$ cat config.mk
export PLATFORM = sky130hd
export DESIGN_NAME = adc_stream_packer
export DESIGN_NICKNAME = d
export VERILOG_FILES = /design/src/rtl/adc_stream_packer.sv
export SDC_FILE = /design/constraint.sdc
export NUM_CORES = 1
export LEC_CHECK = 0
export CORE_MARGIN = 2
export CORE_UTILIZATION = 57
export CTS_BUF_LIST = sky130_fd_sc_hd__clkbuf_16
export DETAILED_ROUTE_END_ITERATION = 8
export GPL_ROUTABILITY_DRIVEN = 1
export PLACE_DENSITY = 0.82
export SYNTH_ARGS = -nofsm -noshare
export SYNTH_HDL_FRONTEND = slang
export SYNTH_SLANG_ARGS = --single-unit
$ cat constraint.sdc
create_clock -name i_CMOS_Clk -period 8.05 [get_ports i_CMOS_Clk]
set_input_delay 2.415 -clock i_CMOS_Clk [delete_from_list [all_inputs] [get_ports i_CMOS_Clk]]
set_output_delay 2.415 -clock i_CMOS_Clk [all_outputs]
set_load 0.05 [all_outputs]
$ cat src/rtl/adc_stream_packer.sv
// Packs 12-bit ADC samples in pairs into 32-bit AXI-Stream words through a small FIFO.
// A frame ends on Last, on the sample-count limit, or on an early producer Done.
module adc_stream_packer #(
    parameter int unsigned SAMPLES_PER_FRAME = 100000,
    parameter int unsigned FIFO_DEPTH        = 16
) (
    input  logic        i_CMOS_Clk,
    input  logic        i_Reset,
    input  logic        i_Start,
    output logic        o_ADC_Work,
    input  logic [11:0] i_ADC_Data,
    input  logic        i_ADC_Valid,
    input  logic        i_ADC_Last,
    input  logic        i_ADC_Done,
    output logic [31:0] m_axis_tdata,
    output logic        m_axis_tvalid,
    input  logic        m_axis_tready,
    output logic        m_axis_tlast,
    output logic        o_Busy,
    output logic        o_Overflow,
    output logic        o_Frame_Done
);

    localparam int unsigned AW       = $clog2(FIFO_DEPTH);
    localparam logic [19:0] SpfCount = 20'(SAMPLES_PER_FRAME);
    localparam logic [AW:0] PtrOne   = (AW + 1)'(1);
    localparam logic [AW-1:0] IdxOne = AW'(1);

    typedef enum logic [1:0] {StIdle, StCapture, StDrain, StRelease} state_e;

    state_e      state_q, state_d;
    logic [19:0] count_q, count_d, count_inc;
    logic [11:0] low_q, low_d;
    logic        work_q, work_d;
    logic        ovf_q;
    logic        done_pulse_q, done_pulse_d;
    logic [AW:0] wr_ptr_q, rd_ptr_q;
    logic [32:0] mem_q [FIFO_DEPTH];

    logic [AW-1:0] wr_idx, rd_idx, wr_prev_idx;
    logic          push, push_last, pop, full, empty, push_ok, drop, frame_end, start_frame;
    logic [31:0]   push_data;
    logic [32:0]   head;

    assign wr_idx      = wr_ptr_q[AW-1:0];
    assign rd_idx      = rd_ptr_q[AW-1:0];
    assign wr_prev_idx = wr_idx - IdxOne;
    assign empty       = (wr_ptr_q == rd_ptr_q);
    assign full        = (wr_ptr_q[AW] != rd_ptr_q[AW]) && (wr_idx == rd_idx);
    assign head        = mem_q[rd_idx];

    assign m_axis_tvalid = !empty;
    assign m_axis_tdata  = empty ? 32'h0 : head[31:0];
    assign m_axis_tlast  = !empty && head[32];
    assign pop           = m_axis_tvalid && m_axis_tready;
    // A full FIFO still accepts a push when the head leaves in the same cycle.
    assign push_ok       = push && (!full || pop);
    assign drop          = push && full && !pop;
    assign count_inc     = count_q + 20'd1;
    assign start_frame   = (state_q == StIdle) && i_Start;

    assign o_ADC_Work   = work_q;
    assign o_Busy       = (state_q != StIdle);
    assign o_Overflow   = ovf_q;
    assign o_Frame_Done = done_pulse_q;

    always_comb begin
        state_d      = state_q;
        count_d      = count_q;
        low_d        = low_q;
        work_d       = work_q;
        done_pulse_d = 1'b0;
        push         = 1'b0;
        push_last    = 1'b0;
        push_data    = 32'h0;
        frame_end    = 1'b0;
        unique case (state_q)
            StIdle: begin
                if (i_Start) begin
                    state_d = StCapture;
                    work_d  = 1'b1;
                    count_d = 20'h0;
                    low_d   = 12'h0;
                end
            end
            StCapture: begin
                frame_end = i_ADC_Done ||
                            (i_ADC_Valid && (i_ADC_Last || (count_inc == SpfCount)));
                if (i_ADC_Valid) begin
                    count_d = count_inc;
                    if (count_q[0]) begin
                        push      = 1'b1;
                        push_data = {4'h0, i_ADC_Data, 4'h0, low_q};
                    end else begin
                        low_d = i_ADC_Data;
                        if (frame_end) begin
                            push      = 1'b1;
                            push_data = {20'h0, i_ADC_Data};
                        end
                    end
                end else if (frame_end) begin
                    // Early Done: flush the pending half, or an empty word so tlast exists.
                    push      = 1'b1;
                    push_data = count_q[0] ? {20'h0, low_q} : 32'h0;
                end
                if (frame_end) begin
                    push_last = 1'b1;
                    work_d    = 1'b0;
                    state_d   = StDrain;
                end
            end
            StDrain: begin
                if (pop && head[32]) begin
                    state_d      = StRelease;
                    done_pulse_d = 1'b1;
                end
            end
            StRelease: begin
                if (!i_ADC_Done) state_d = StIdle;
            end
            default: state_d = StIdle;
        endcase
    end

    always_ff @(posedge i_CMOS_Clk or posedge i_Reset) begin
        if (i_Reset) begin
            state_q      <= StIdle;
            count_q      <= 20'h0;
            low_q        <= 12'h0;
            work_q       <= 1'b0;
            ovf_q        <= 1'b0;
            done_pulse_q <= 1'b0;
            wr_ptr_q     <= '0;
            rd_ptr_q     <= '0;
        end else begin
            state_q      <= state_d;
            count_q      <= count_d;
            low_q        <= low_d;
            work_q       <= work_d;
            done_pulse_q <= done_pulse_d;
            if (start_frame)  ovf_q <= 1'b0;
            else if (drop)    ovf_q <= 1'b1;
            if (push_ok)      wr_ptr_q <= wr_ptr_q + PtrOne;
            if (pop)          rd_ptr_q <= rd_ptr_q + PtrOne;
        end
    end

    // Storage needs no reset: the pointers alone define what is valid.
    always_ff @(posedge i_CMOS_Clk) begin
        if (push_ok) begin
            mem_q[wr_idx] <= {push_last, push_data};
        end else if (drop && push_last) begin
            mem_q[wr_prev_idx][32] <= 1'b1;
        end
    end

endmodule

==> impl_results.md <==
- Tcrit/Tclk final: 0.8133
- XOR/XNOR Fraction of Synth Area: 0.009339
- Clock Skews: roughly 0.024 ns
- Clock Tree Buf Depth: 3
- Avg WL per Cell: roughly 27 um
- Area after DPL: around 0.020 mm^2
- Final instance area: about 0.021 mm^2
- Placement row count: 66
- Comb power frac: 0.351
- Simple-Gate Fraction of Synth Area: 0.05563
- Worst path arrival time: 4.13 ns
- CTS tree: yes
- # DRC: 0
- Mux contribution to synthesized area: 0.1532
- 1st-pass router iterations: 5
- Routability cong.: 0.8329
- Slew headroom: 0.1297
- Die area: 0.03437 mm^2
- Layout cell share with drive strength beyond 1: 0.2272
- Routed via count: 10020
- Filler Cells Inserted: about 2100
- Psw: 2.629 mW
- Largest family of logic cells by synthesized area: multiplexers
- Setup violators final: 0
- Peak supply drop: 0.3445 mV
- Final ANT Viol Nets: 0
- Ant diodes: 0
- Number of port buffers: 48
- Core Footprint: 0.03245 mm^2
- CP top delay family: simple AND/OR/NAND/NOR gates
- Critical Path RT: 5.64 ns
- Initial antenna violation count: 0
- Max-cap violations: 0
- Vias/cell: 6.552
- Setup Buffers After CTS: 0
- Worst path max stage delay: 1.17 ns
- CTS root buf: clkbuf_16
- Die Ht: 185.4 um
- Number of synthesized flops with an enable pin: 400
- Gr usage total: 0.2523
- Die width: 185.4 um
- Initial Utilization: 0.5780
- Worst-Margin Slew: 1.303 ns
- Synth Flop Type: edfxtp_1
- Total CTS buffers: 45
- CP Cell Sequence: xnor2_1 -> nand4_1 -> nor2b_4 -> nor2b_1 -> clkdlybuf4s50_1
- Minimum clock period: 6.547 ns
- Final hold vios: 0
- Post-Route WL: 41.76 mm
- Vias in the first global route: 10190
- Clock Power Share: 0.263
- Status: completed
- Htree depth: 2
- Post-Synthesis Cell Area: 0.01876 mm^2
- Worst Path Max Fanout: 73
- Fmax: 152.7 MHz
- Pwr dens: 358.6 mW/mm^2
- Clock transition at path regs: 0.06 ns
- Hold Crit Class: reg2reg
- Post-Syn Instances: 1010
- Setup TNS: 0 ns
- Seq/Total Area, Yosys: 0.7031
- Largest net degree at the start of global routing: 74
- First-pass GRT wire length: between 60 and 70 mm
- Hold_buf cts: 0
- Post-Synth Adder-Cell Area: 0.006004
- Cts repair resizes: 0
- Starting DRC count in detailed routing: 1070
- Flops & latches, synth: 447
- Complex-gate fraction of the synthesized area: 0.05216
- Skew-Pair Late Insertion Delay: 0.56 ns
- Internal power: 4.959 mW
- Area Growth Syn to Fin: 12.82%
- Setup repair after global routing missed its margin: no
- Syn avg cell area: 18.57 um^2
- Sequential share of power: 0.386
- Leak: 6.890 nW
- Yosys warning total: 0
- # clock sinks: ~450
- Final Max Tran Viols: 0
- Critical path launch point type: flop
- Switching Share: 0.3465
- Crit path max-delay cell type: dfrtp_4
- DP HPWL: 23.48 mm
- CP Class: reg2out
- Async set or reset register ratio after synthesis: 0.1051
- Kind of end point of the critical path: primary output
- I/O pin count: 57
- Post-synth cell types: 70
- Nets: 1080
- Crit path buf inv count: 1
- Total grt overflow: 0
[final timing paths]
path	start	to	slack [ns]	cells past startpoint
max reg2reg	count_q[0]$_DFFE_PP0P_	mem_q[6][22]$_DFFE_PP_	2.84	9
max in group asynchronous	i_Reset	rd_ptr_q[0]$_DFFE_PP0P_	4.84	2
min in group asynchronous	i_Reset	count_q[12]$_DFFE_PP0P_	2.45	2
max	rd_ptr_q[1]$_DFFE_PP0P_	m_axis_tlast	1.50	5
min reg2reg	low_q[10]$_DFFE_PP0P_	low_q[10]$_DFFE_PP0P_	0.49	2
min	low_q[10]$_DFFE_PP0P_	low_q[10]$_DFFE_PP0P_	0.49	2
[worst min-delay path, delay by kind of cell (launching register included)]
kind	cells	cell delay (ns)
compound gates	1	0.06
flops	1	0.34
simple gates	1	0.05
[power groups by stage]
stage	clock network, mW	logic [mW]	registers [mW]
floorplan	0	2.06	2.80
global placement	0	2.62	2.96
detailed placement	0	2.67	2.97
CTS	2.01	2.69	2.93
global route	2.09	2.81	2.95
finish	1.99	2.67	2.93
[Yosys cell counts, types with 4 or more instances]
cell type | n | area, um^2
a21o_1 | 4 | 30.03
a21oi_1 | 27 | 135.1
a22o_1 | 7 | 61.31
a22oi_1 | 16 | 120.1
a32oi_1 | 12 | 105.1
and2_1 | 17 | 106.4
and3_1 | 6 | 37.54
buf_1 | 8 | 30.03
buf_2 | 14 | 70.07
buf_4 | 10 | 75.07
clkbuf_1 | 35 | 131.4
dfrtp_1 | 47 | 1176
edfxtp_1 | 400 | 12010
ha_1 | 9 | 112.6
inv_1 | 16 | 60.06
mux4_2 | 125 | 2815
nand2_1 | 36 | 135.1
nand3_1 | 14 | 70.07
nand4_1 | 7 | 43.79
nor2_1 | 37 | 138.9
nor2b_1 | 26 | 162.7
nor3_1 | 5 | 25.02
o211ai_1 | 5 | 37.54
o21ai_0 | 40 | 200.2
xnor2_1 | 15 | 131.4
xor2_1 | 5 | 43.79
[kinds of logic (layout without fill, tap and decap cells)]
kind of cell / count (synthesis) / after routing
flip-flops: 447 / 447
AND/OR/NAND/NOR: 178 / 178
AO/OA/AOI/OAI: 140 / 140
multiplexers: 130 / 130
buffers and inverters: 85 / 155
XOR/XNOR: 20 / 20
adder cells (fa/ha/maj): 9 / 9
other: 1 / 8
[final cells by class]
class                      instances  area [um^2]  area share
clock buffer                      46         1151     0.05440
clock inverter                    36        251.5     0.01188
inverter                          16        60.06    0.002838
multi-input combinational        485         5401      0.2552
sequential                       447        13200      0.6236
tap                              442        553.0     0.02613
timing repair buffer              57        548.0     0.02590
[layout by cell type, fill, tap and decap left out, drive strengths merged, types with 4 or more instances in the layout]
master	netlist	final
nor2b	26	26
o211ai	8	8
a22o	7	7
conb	1	8
inv	16	28
and2	17	17
mux4	125	125
clkbuf	36	46
nor2	39	39
a22oi	16	16
edfxtp	400	400
nand2	37	37
a21oi	27	27
clkdlybuf4s50	0	48
nor3	6	6
a21o	4	4
xnor2	15	15
buf	33	9
clkinv	0	17
nand3	16	16
xor2	5	5
ha	9	9
nor4	5	5
and3	7	7
clkinvlp	0	5
o21ai	42	42
nand4	10	10
a32oi	12	12
dfrtp	47	47
[sequential cells by signal, summed over array words and instances (netlist names)]
signal        cells
mem_q           400
count_q          20
low_q            12
rd_ptr_q          5
wr_ptr_q          5
state_q           2
o_ADC_Work        1
o_Frame_Done      1
o_Overflow        1
[routing by layer]
metal  part of all wire  wire length [um]  GRT usage  up-vias
met5                  0                 0          0        -
met4              0.032              1343    0.08698        0
met3              0.073              3033    0.03893       92
met2               0.50             20740     0.4122      505
met1               0.40             16650     0.3518     5233
li1                   -                 -          -     4188
[through the flow]
step	utilization	hold WS [ns]	cells	setup slack (ns)	total power [mW]
finish	0.6521	0.4859	1529	1.503	7.588
global placement	0.6087	0.4651	1447	2.061	5.574
detailed placement	0.6087	0.4734	1447	1.914	5.649
global route	0.6521	0.5155	1529	1.344	7.857
CTS	0.6519	0.4872	1529	1.464	7.619
floorplan	-	0.4502	1017	2.651	4.863
No activity file was read; power rests on OpenSTA's default activity.
